--- config.mk ---
export PLATFORM = sky130hd
export DESIGN_NAME = decode_hazard_ctrl
export DESIGN_NICKNAME = d
export VERILOG_FILES = /design/src/rtl/decode_hazard_ctrl_pkg.sv /design/src/rtl/decode_hazard_ctrl_sb_counter.sv /design/src/rtl/decode_hazard_ctrl.sv
export SDC_FILE = /design/constraint.sdc
export NUM_CORES = 1
export LEC_CHECK = 0
export CORE_ASPECT_RATIO = 0.8
export CORE_MARGIN = 2
export CORE_UTILIZATION = 31
export DETAILED_ROUTE_END_ITERATION = 10
export GPL_ROUTABILITY_DRIVEN = 0
export PLACE_DENSITY = 0.51
export SYNTH_ARGS = -nofsm -noshare
export SYNTH_HDL_FRONTEND = slang
export SYNTH_HIERARCHICAL = 1
export SYNTH_SLANG_ARGS = --single-unit
--- constraint.sdc ---
create_clock -name clk -period 4 [get_ports clk]
set_input_delay 0.8 -clock clk [delete_from_list [all_inputs] [get_ports clk]]
set_output_delay 0.8 -clock clk [all_outputs]
set_load 0.05 [all_outputs]
--- src/rtl/decode_hazard_ctrl_pkg.sv ---
// Shared definitions for the decode-stage hazard controller.
//   NUM_REGS   : architectural register count (r0-r15)
//   REG_PC     : r15, the PC, which is never hazarded
//   reg_addr_t : 4-bit register address
package decode_hazard_ctrl_pkg;

   localparam int unsigned NUM_REGS = 16;

   typedef logic [3:0] reg_addr_t;

   localparam reg_addr_t REG_PC = 4'd15;

endpackage

--- src/rtl/decode_hazard_ctrl_sb_counter.sv ---
// Single scoreboard entry: a CNT_W-bit count of in-flight writes to one register.
// Ports:
//   clk, reset : clock, asynchronous active-low reset
//   inc        : an instruction writing this register issues
//   dec_a      : writeback release (applied first)
//   dec_b      : squash release (applied only if a count remains after dec_a)
//   cnt        : current count
//   zero, full : count == 0 / count == all-ones
//   underflow  : one-cycle pulse, a release was dropped on a zero count
module sb_counter #(
   parameter int unsigned CNT_W = 2
) (
   input  logic             clk,
   input  logic             reset,
   input  logic             inc,
   input  logic             dec_a,
   input  logic             dec_b,
   output logic [CNT_W-1:0] cnt,
   output logic             zero,
   output logic             full,
   output logic             underflow
);

   logic [CNT_W-1:0] cnt_q;
   logic [CNT_W-1:0] cnt_nxt;
   logic [CNT_W-1:0] after_a;
   logic             dec_a_ok;
   logic             dec_b_ok;

   // Releases are ordered: writeback first, then squash against what is left.
   // The issue increment is added last so an issue plus release nets to zero.
   always_comb begin
      dec_a_ok  = dec_a & (cnt_q != '0);
      after_a   = cnt_q - CNT_W'(dec_a_ok);
      dec_b_ok  = dec_b & (after_a != '0);
      cnt_nxt   = after_a - CNT_W'(dec_b_ok) + CNT_W'(inc);
      underflow = (dec_a & ~dec_a_ok) | (dec_b & ~dec_b_ok);
   end

   always_ff @(posedge clk or negedge reset) begin
      if (!reset) begin
         cnt_q <= '0;
      end else begin
         cnt_q <= cnt_nxt;
      end
   end

   assign cnt  = cnt_q;
   assign zero = (cnt_q == '0);
   assign full = (cnt_q == '1);

endmodule

--- src/rtl/decode_hazard_ctrl.sv ---
// Scoreboard stall controller for the decode stage.
// Ports:
//   clk, reset                   : clock, asynchronous active-low reset
//   d_valid                      : decode holds a valid instruction
//   ra1/ra2, ra1_used/ra2_used   : source addresses and read enables
//   wa3, wr_used                 : destination address and write enable
//   wb_en, wb_addr               : writeback release (RegWrite/WA3 at W)
//   kill_en, kill_addr           : squashed-writer release
//   d_ready                      : instruction issues this cycle
//   stall_fd                     : hold F and D pipeline registers
//   pending                      : per-register nonzero flags (bit 15 = 0)
//   stall_cnt                    : saturating stall-cycle count
//   underflow                    : sticky, a release hit a zero count
module decode_hazard_ctrl
   import decode_hazard_ctrl_pkg::*;
#(
   parameter int unsigned CNT_W     = 2,
   parameter int unsigned WB_BYPASS = 1,
   parameter int unsigned PERF_W    = 16
) (
   input  logic              clk,
   input  logic              reset,
   input  logic              d_valid,
   input  reg_addr_t         ra1,
   input  reg_addr_t         ra2,
   input  logic              ra1_used,
   input  logic              ra2_used,
   input  reg_addr_t         wa3,
   input  logic              wr_used,
   input  logic              wb_en,
   input  reg_addr_t         wb_addr,
   input  logic              kill_en,
   input  reg_addr_t         kill_addr,
   output logic              d_ready,
   output logic              stall_fd,
   output logic [15:0]       pending,
   output logic [PERF_W-1:0] stall_cnt,
   output logic              underflow
);

   logic [NUM_REGS-1:0][CNT_W-1:0] cnt;
   logic [NUM_REGS-1:0]            zero;
   logic [NUM_REGS-1:0]            full;
   logic [NUM_REGS-2:0]            uf_pulse;
   logic                           haz1;
   logic                           haz2;
   logic                           dst_full;
   logic                           underflow_q;
   logic [PERF_W-1:0]              stall_cnt_q;

   function automatic logic src_haz(input logic             used,
                                    input reg_addr_t        a,
                                    input logic [CNT_W-1:0] c,
                                    input logic             wb_hit);
      logic bypass;
      bypass  = (WB_BYPASS != 0) && wb_hit && (c == CNT_W'(1));
      src_haz = used && (a != REG_PC) && (c != '0) && !bypass;
   endfunction

   // r15 has no counter: it reads as always zero and ignores issue/release.
   assign cnt[REG_PC]  = '0;
   assign zero[REG_PC] = 1'b1;
   assign full[REG_PC] = 1'b0;

   for (genvar i = 0; i < NUM_REGS - 1; i++) begin : g_sb
      sb_counter #(
         .CNT_W (CNT_W)
      ) u_cnt (
         .clk       (clk),
         .reset     (reset),
         .inc       (d_ready && wr_used && (wa3 == reg_addr_t'(i))),
         .dec_a     (wb_en && (wb_addr == reg_addr_t'(i))),
         .dec_b     (kill_en && (kill_addr == reg_addr_t'(i))),
         .cnt       (cnt[i]),
         .zero      (zero[i]),
         .full      (full[i]),
         .underflow (uf_pulse[i])
      );
   end

   // A same-cycle writeback to the destination frees a slot, so a full
   // register may still accept the new issue (counter nets to unchanged).
   always_comb begin
      haz1     = src_haz(ra1_used, ra1, cnt[ra1], wb_en && (wb_addr == ra1));
      haz2     = src_haz(ra2_used, ra2, cnt[ra2], wb_en && (wb_addr == ra2));
      dst_full = wr_used && full[wa3] && !(wb_en && (wb_addr == wa3));
      d_ready  = reset && d_valid && !haz1 && !haz2 && !dst_full;
      stall_fd = reset && d_valid && !d_ready;
   end

   always_ff @(posedge clk or negedge reset) begin
      if (!reset) begin
         underflow_q <= 1'b0;
         stall_cnt_q <= '0;
      end else begin
         underflow_q <= underflow_q | (|uf_pulse);
         if (stall_fd && (stall_cnt_q != '1)) begin
            stall_cnt_q <= stall_cnt_q + 1'b1;
         end
      end
   end

   assign pending   = {1'b0, ~zero[NUM_REGS-2:0]};
   assign stall_cnt = stall_cnt_q;
   assign underflow = underflow_q;

endmodule

==> results of run 1 <==
==> sequential cells by signal, indices dropped and copies added (netlist names) <==
name and flops:
g_sb.u_cnt/cnt 30, stall_cnt 16, underflow 1
==> final cells by class <==
class / count / area, um2 / area share (%)
inverter: 49 / 184 / 3.03
timing repair buffer: 101 / 921 / 15.2
multi-input combinational: 409 / 3370 / 55.5
tap: 210 / 263 / 4.32
clock inverter: 1 / 30.0 / 0.494
clock buffer: 6 / 129 / 2.12
sequential: 47 / 1180 / 19.4
==> cells in the mapped netlist, drive strengths merged, types with 15 or more instances <==
| master | n |
|---|---|
| inv | 49 |
| ha | 46 |
| and2 | 16 |
| and4 | 18 |
| xor2 | 30 |
| nand2 | 16 |
| nor2 | 48 |
| xnor2 | 41 |
| a211o | 15 |
| nor3 | 17 |
| nor4 | 16 |
| nor2b | 17 |
| dfrtp | 47 |
| a21boi | 15 |
| nor4bb | 15 |
| mux2i | 18 |
==> cell families (layout without fill, tap and decap cells) <==
| kind of cell | count (synthesis) | in the layout | synth area share [%] |
|---|---|---|---|
| AOI/OAI and AO/OA | 48 | 48 | 8.07 |
| xor gates and xnor gates | 71 | 71 | 12.9 |
| adders and majority gates | 46 | 46 | 11.9 |
| buffers and inverters | 71 | 157 | 6.12 |
| DFF | 47 | 47 | 24.4 |
| muxes | 32 | 32 | 9.57 |
| other | 1 | 1 | 0.0778 |
| and+or+nand+nor | 211 | 211 | 26.9 |
==> worst max-delay path, stage by stage <==
cell and delay, ps:
clkdlybuf4s50_1 560, buf_4 220, or3b_2 530, nor2_1 170, nor2b_1 170, ha_1 280
and4_1 210, a211o_1 280, nor4_1 510, buf_4 230, nand4_1 110
==> per-stage QoR <==
| stage | utilization (%) | power, W | hold WS, ps | TNS (ps) |
|---|---|---|---|---|
| floorplan | - | 0.00216 | 504 | 0 |
| global placement | 38.9 | 0.00279 | 475 | -2120 |
| detailed placement | 38.9 | 0.00282 | 478 | -3990 |
| CTS | 40.1 | 0.00334 | 487 | 0 |
| global route | 40.2 | 0.00356 | 525 | 0 |
| finish | 40.2 | 0.00333 | 487 | 0 |
==> per-layer routing <==
layer  share of wire, %  GRT usage [%]  routed length (um)  up-vias
li1                   -              -                   -     2039
met1                 51           27.3                7420     2086
met2                 43           26.8                6220       95
met3                5.5           3.97                 808       12
met4               0.86           3.07                 126        0
met5                  0              0                   0        -
==> how the worst max path moves through the flow <==
stage	from	to	slack [ps]
after global routing	ra2[2]	stall_fd	4
after floorplan	ra1[0]	stall_fd	420
after detailed placement	ra1[0]	g_sb[14].u_cnt/cnt[1]	-320
after CTS	wa3[1]	d_ready	60
after global placement	ra1[0]	g_sb[14].u_cnt/cnt[1]	-230
final	wb_addr[2]	underflow	90
==> power groups by stage <==
stage / Clock (W) / Sequential, W / Combinational (W)
2_1_floorplan: 0 / 0.000963 / 0.00120
3_3_place_gp: 0 / 0.00101 / 0.00178
3_5_place_dp: 0 / 0.00101 / 0.00181
4_1_cts: 0.000502 / 0.00101 / 0.00183
6_report: 0.000492 / 0.00102 / 0.00182
5_1_grt: 0.000521 / 0.00105 / 0.00199
==> repair_timing <==
| action | CTS | global route |
|---|---|---|
| resized for setup | 6 | 3 |
| gates cloned | 0 | 0 |
| endpoints found under the hold margin | 0 | 0 |
| endpoints found under the setup margin | 3 | 2 |
==> metrics.md, run 1 <==
| Metric | Value |
|---|---|
| Unrepaired setup endpoints after global routing | no |
| Most used flip-flop cell after synthesis | dfrtp_1 |
| Startpoint Class | primary input |
| Hold_buf cts | 0 |
| Share of the synthesized area in the top cell type | approximately 24% |
| Critical Path AT | roughly 4000 ps |
| Die X | roughly 140 um |
| Gr usage total | between 10% and 20% |
| R2r startpoint | g_sb[4].u_cnt/cnt[1] |
| Initial antenna violation count | 0 |
| Combinational share of power | a little over half |
| HP Start | stall_cnt[7] |
| Hold Violations, Final | 0 |
| Reg-to-reg endpoint | g_sb[14].u_cnt/cnt[1] |
| Via count | 4232 |
| CTS tree | built |
| Sw frac | roughly 48% |
| Hold endpoint | stall_cnt[7] |
| Placed inst area | 5890 um2 |
| Synth warn | 6 |
| Detailed Route WL | approximately 15000 um |
| H-tree levels | 2 |
| WS Path Type | primary input to flop |
| Root Buffer | clkbuf_16 |
| Final Critical Period | between 3000 and 4000 ps |
| Vias in the first global route | 4091 |
| Syn_nets | 601 |
| Clock Latency Late Sink | 310 ps |
| Largest net degree at the start of global routing | 50 |
| Flop2flop setup slack | roughly 700 ps |
| FF-to-FF path depth | 12 |
| Antenna cells | 0 |
| Hold path cells | 1 |
| TritonCTS buffer count | 5 |
| Initial Util | 31.9% |
| Ys async rst share | 100% |
| Clock sinks | 47 |
| NetSw | between 0.0015 and 0.002 W |
| P&R area growth vs syn | 26.0% |
| CP max FO | 4 |
| Global-route wire length before repair | around 23000 um |
| Int Power | between 0.0015 and 0.002 W |
| Part of the power in registers | 30.5% |
| Post-DP HPWL | approximately 12000 um |
| Slew @ Worst Pin | slightly below 700 ps |
| Slew Limit Headroom | between 50% and 60% |
| Final worst path period share | between 90% and 100% |
| Nature of the critical path endpoint | flop |
| Initial DRT Pass Iterations | 4 |
| Drt via density | just over 5 |
| Die area | between 15000 and 20000 um2 |
| Drc violations | 0 |
| DRT iter0 DRCs | approximately 310 |
| Gate Count Post-Synth | 527 |
| I/O Pins | between 60 and 70 |
| I/O Buffers | a little over 60 |
| Worst hold path type | flop to flop |
| Synth Register Bits | 47 |
| Final setup violation count | 0 |
| Fmax | approximately 260 MHz |
| Layout cell share with drive strength beyond 1 | around 15% |
| # placed instances | roughly 800 |
| Yosys cell types | 55 |
| Leakage power | ~2.9 nW |
| Remaining Overflow, GRT | 0 |
| Pre-CTS WS | -325 ps |
| Max Root-Sink Buffers | 2 |
| Clk pwr share | approximately 15% |
| Worst path required time | 4160 ps |
| Most frequent cells in the layout | 55 x clkdlybuf4s50_1, 48 x nor2_1, 47 x inv_1, 47 x dfrtp_1, 46 x ha_1 |
| Sequential share of the synthesized area | 24.4% |
| Fillers | approximately 1500 |
| Max rail drop VDD | about 0.28 mV |
| Rows | 40 |
| Cell taking the most area after synthesis | dfrtp_1 |
| Chip Height | 116 um |
| Power density cells | about 550 nW/um2 |
| Clk_skew | approximately 5.5 ps |
| Mean Syn Cell Area | 9.15 um2 |
| Worst Slack Setup Final | a little over 90 ps |
| Synthesized cell area | slightly below 5000 um2 |
| Post-synth EDFFs | 0 |
| Clock slew at reported path FFs | approximately 70 ps |
| Antenna-violating nets left | 0 |
| Routed WL per cell | 17.7 um |
| Top cells by area, synth | dfrtp_1 24%, ha_1 12%, xnor2_1 7.4%, xor2_1 5.4%, mux4_2 5.1% |
| Final cell count without fillers | roughly 820 |
| Design area | about 6100 um2 |
| Status | complete, no violations |
| Total of max-cap violations | 0 |
| Post-CTS setup buffer count | 0 |
| Leading cell type in the layout, fill and taps excluded | clkdlybuf4s50_1 |
| Core ar. | 15100 um2 |
| Net count, final | 687 |
| Final slew viol count | 0 |
Power figures use the tool's default switching activity.
==> inputs of run 2 (changes only) <==
CORE_MARGIN = not set   (was 2)
==> run 2 against run 1 <==
Critical path type is now primary input to primary output; clock power up 3%; count of clock-buffer cells in the layout down 1; hold slack worse by 1.8 ps; die area down 3.1%; utilization up 0.61 points; routed wire length down 0.92%; total power up 0.44%; via count up 0.71%; largest cell class unchanged; first-iteration DRC count up 11%; critical endpoint is now stall_fd; cell count up 1.3%; critical path depth unchanged.
==> metrics.md, run 2 (synthesized netlist as in run 1, its figures left out) <==
| Metric | Value |
|---|---|
| Leading cell type in the layout, fill and taps excluded | clkdlybuf4s50_1 |
| Vias in the first global route | 4159 (+1.7%) |
| Final setup violation count | 0 (unchanged) |
| Final Util | 40.8% (+0.61 points) |
| Rows | 40 (unchanged) |
| Remaining Overflow, GRT | 0 (unchanged) |
| Drt via density | 5.11 (-0.62%) |
| Root Buffer | clkbuf_16 |
| Unrepaired setup endpoints after global routing | yes |
| Hold Violations, Final | 0 (unchanged) |
| Max FFs per register | 30 (unchanged) |
| H-tree levels | 2 (unchanged) |
| Crit path launch | wb_addr[0] |
| Nature of the critical path endpoint | primary output |
| Max Root-Sink Buffers | 2 (unchanged) |
| Clock Latency Late Sink | 310 ps (about the same) |
| HP Start | stall_cnt[7] |
| Initial antenna violation count | 0 (unchanged) |
| Final Critical Period | 3920 ps (+10.5 ps) |
| I/O Buffers | 61 (unchanged) |
| Slew Limit Headroom | 61.5% (+7.1 points) |
| Initial Util | 31.9% (unchanged) |
| Chip Height | 114 um (-1.7%) |
| Via count | 4262 (+0.71%) |
| Most frequent cells in the layout | 56 x clkdlybuf4s50_1, 48 x nor2_1, 48 x buf_4, 47 x inv_1, 47 x dfrtp_1 |
| Max rail drop VDD | 0.321 mV (+15%) |
| Hold_buf cts | 0 (unchanged) |
| Antenna-violating nets left | 0 (unchanged) |
| Global-route wire length before repair | 23000 um (+1.2%) |
| Clock slew at reported path FFs | 70 ps (about the same) |
| Net count, final | 697 (+1.5%) |
| Final slew viol count | 0 (unchanged) |
| Gr usage total | 19.2% (+1.1 points) |
| Layout cell share with drive strength beyond 1 | 17.1% (+1.8 points) |
| Die area | 16100 um2 (-3.1%) |
| Post-DP HPWL | 12000 um (+0.80%) |
| R2r startpoint | g_sb[1].u_cnt/cnt[0] |
| WS Path Type | primary input to primary output |
| TritonCTS buffer count | 5 (unchanged) |
| Antenna cells | 0 (unchanged) |
| Die X | 141 um (-1.4%) |
| Setup tns final | 0 ps (unchanged) |
| Largest net degree at the start of global routing | 27 (-46%) |
| Clock sinks | 47 (unchanged) |
| Routed WL per cell | 17.3 um (-2.2%) |
| Worst path required time | 3200 ps (-960 ps) |
| Status | complete, no violations |
| Worst hold path type | flop to flop |
| Initial DRT Pass Iterations | 4 (unchanged) |
| Total of max-cap violations | 0 (unchanged) |
| DRT iter0 DRCs | 339 (+11%) |
| Critical Path AT | 3120 ps (-950 ps) |
| Leakage power | 2.93 nW (+1.7%) |
| Final worst path period share | 98.0% (+0.26 points) |
| CTS tree | built |
| CP max FO | 4 (unchanged) |
| I/O Pins | 63 (unchanged) |
| Drc violations | 0 (unchanged) |
| Fmax | 255 MHz (-0.27%) |
| Startpoint Class | primary input |
| Slew @ Worst Pin | 574 ps (-111 ps) |
| Clk_skew | 5.83 ps (+0.296 ps) |
| P&R area growth vs syn | 27.9% |
| Power density cells | 542 nW/um2 (-1.1%) |
| Core ar. | 15100 um2 (unchanged) |
| Detailed Route WL | 14400 um (-0.92%) |
## run 2: path summary, 6_finish.rpt
path                       cells after the start  slack (ps)                     to
max in group asynchronous                      2        3070   g_sb[9].u_cnt/cnt[0]
max                                           11          80               stall_fd
max reg2reg                                   11         670   g_sb[9].u_cnt/cnt[1]
min                                            1         490           stall_cnt[7]
min reg2reg                                    1         490           stall_cnt[7]
min in group asynchronous                      2         580  g_sb[10].u_cnt/cnt[1]
## run 2: report_power, final
group	leakage [nW]	internal [W]	total [W]	switching, W
clock	0.0838	0.000296	0.000505	0.000210
combinational	2.27	0.000791	0.00183	0.00104
sequential	0.576	0.000653	0.00101	0.000357
## run 2: timing repair
item                                   4_1_cts  5_1_grt
buffers inserted                             0        0
pin swaps                                    0        1
gates resized for setup                      5        5
setup endpoints to repair                    3        3
endpoints found under the hold margin        0        0
## run 2: layout make-up
class                   count  area, um2
fillers                  1477       8950
inverters                  49        184
clock inverters             3       43.8
repair buffers            111        997
multi-input cells         409       3380
flip-flops and latches     47       1180
well taps                 210        263
clock buffers               5        125
## run 2: layer usage
layer	track usage (%)	share of wire, %	up-vias
li1	-	-	2065
met5	0	0	-
met2	29.4	43	93
met1	27.4	50	2090
met3	3.40	5.1	14
met4	5.88	1.8	0
## run 2: critical path, cell delays in order
cell and delay, ps:
clkdlybuf4s50_1 520, buf_4 210, buf_4 130, xnor2_1 250, a31oi_2 140, o311ai_2 310, a41oi_2 80, buf_4 180
nor3_1 230, nor2_1 110, buf_6 160
## run 2: per-stage QoR
stage	instances	worst slack (ps)	cell area [um2]	hold slack [ps]	power, W
after global placement	826	-256	5960	473	0.00279
after floorplan	527	417	4820	504	0.00216
after global routing	834	-53.7	6170	500	0.00359
after detailed placement	826	-330	5960	479	0.00284
final	834	80.3	6170	485	0.00334
after CTS	834	79.0	6140	490	0.00336
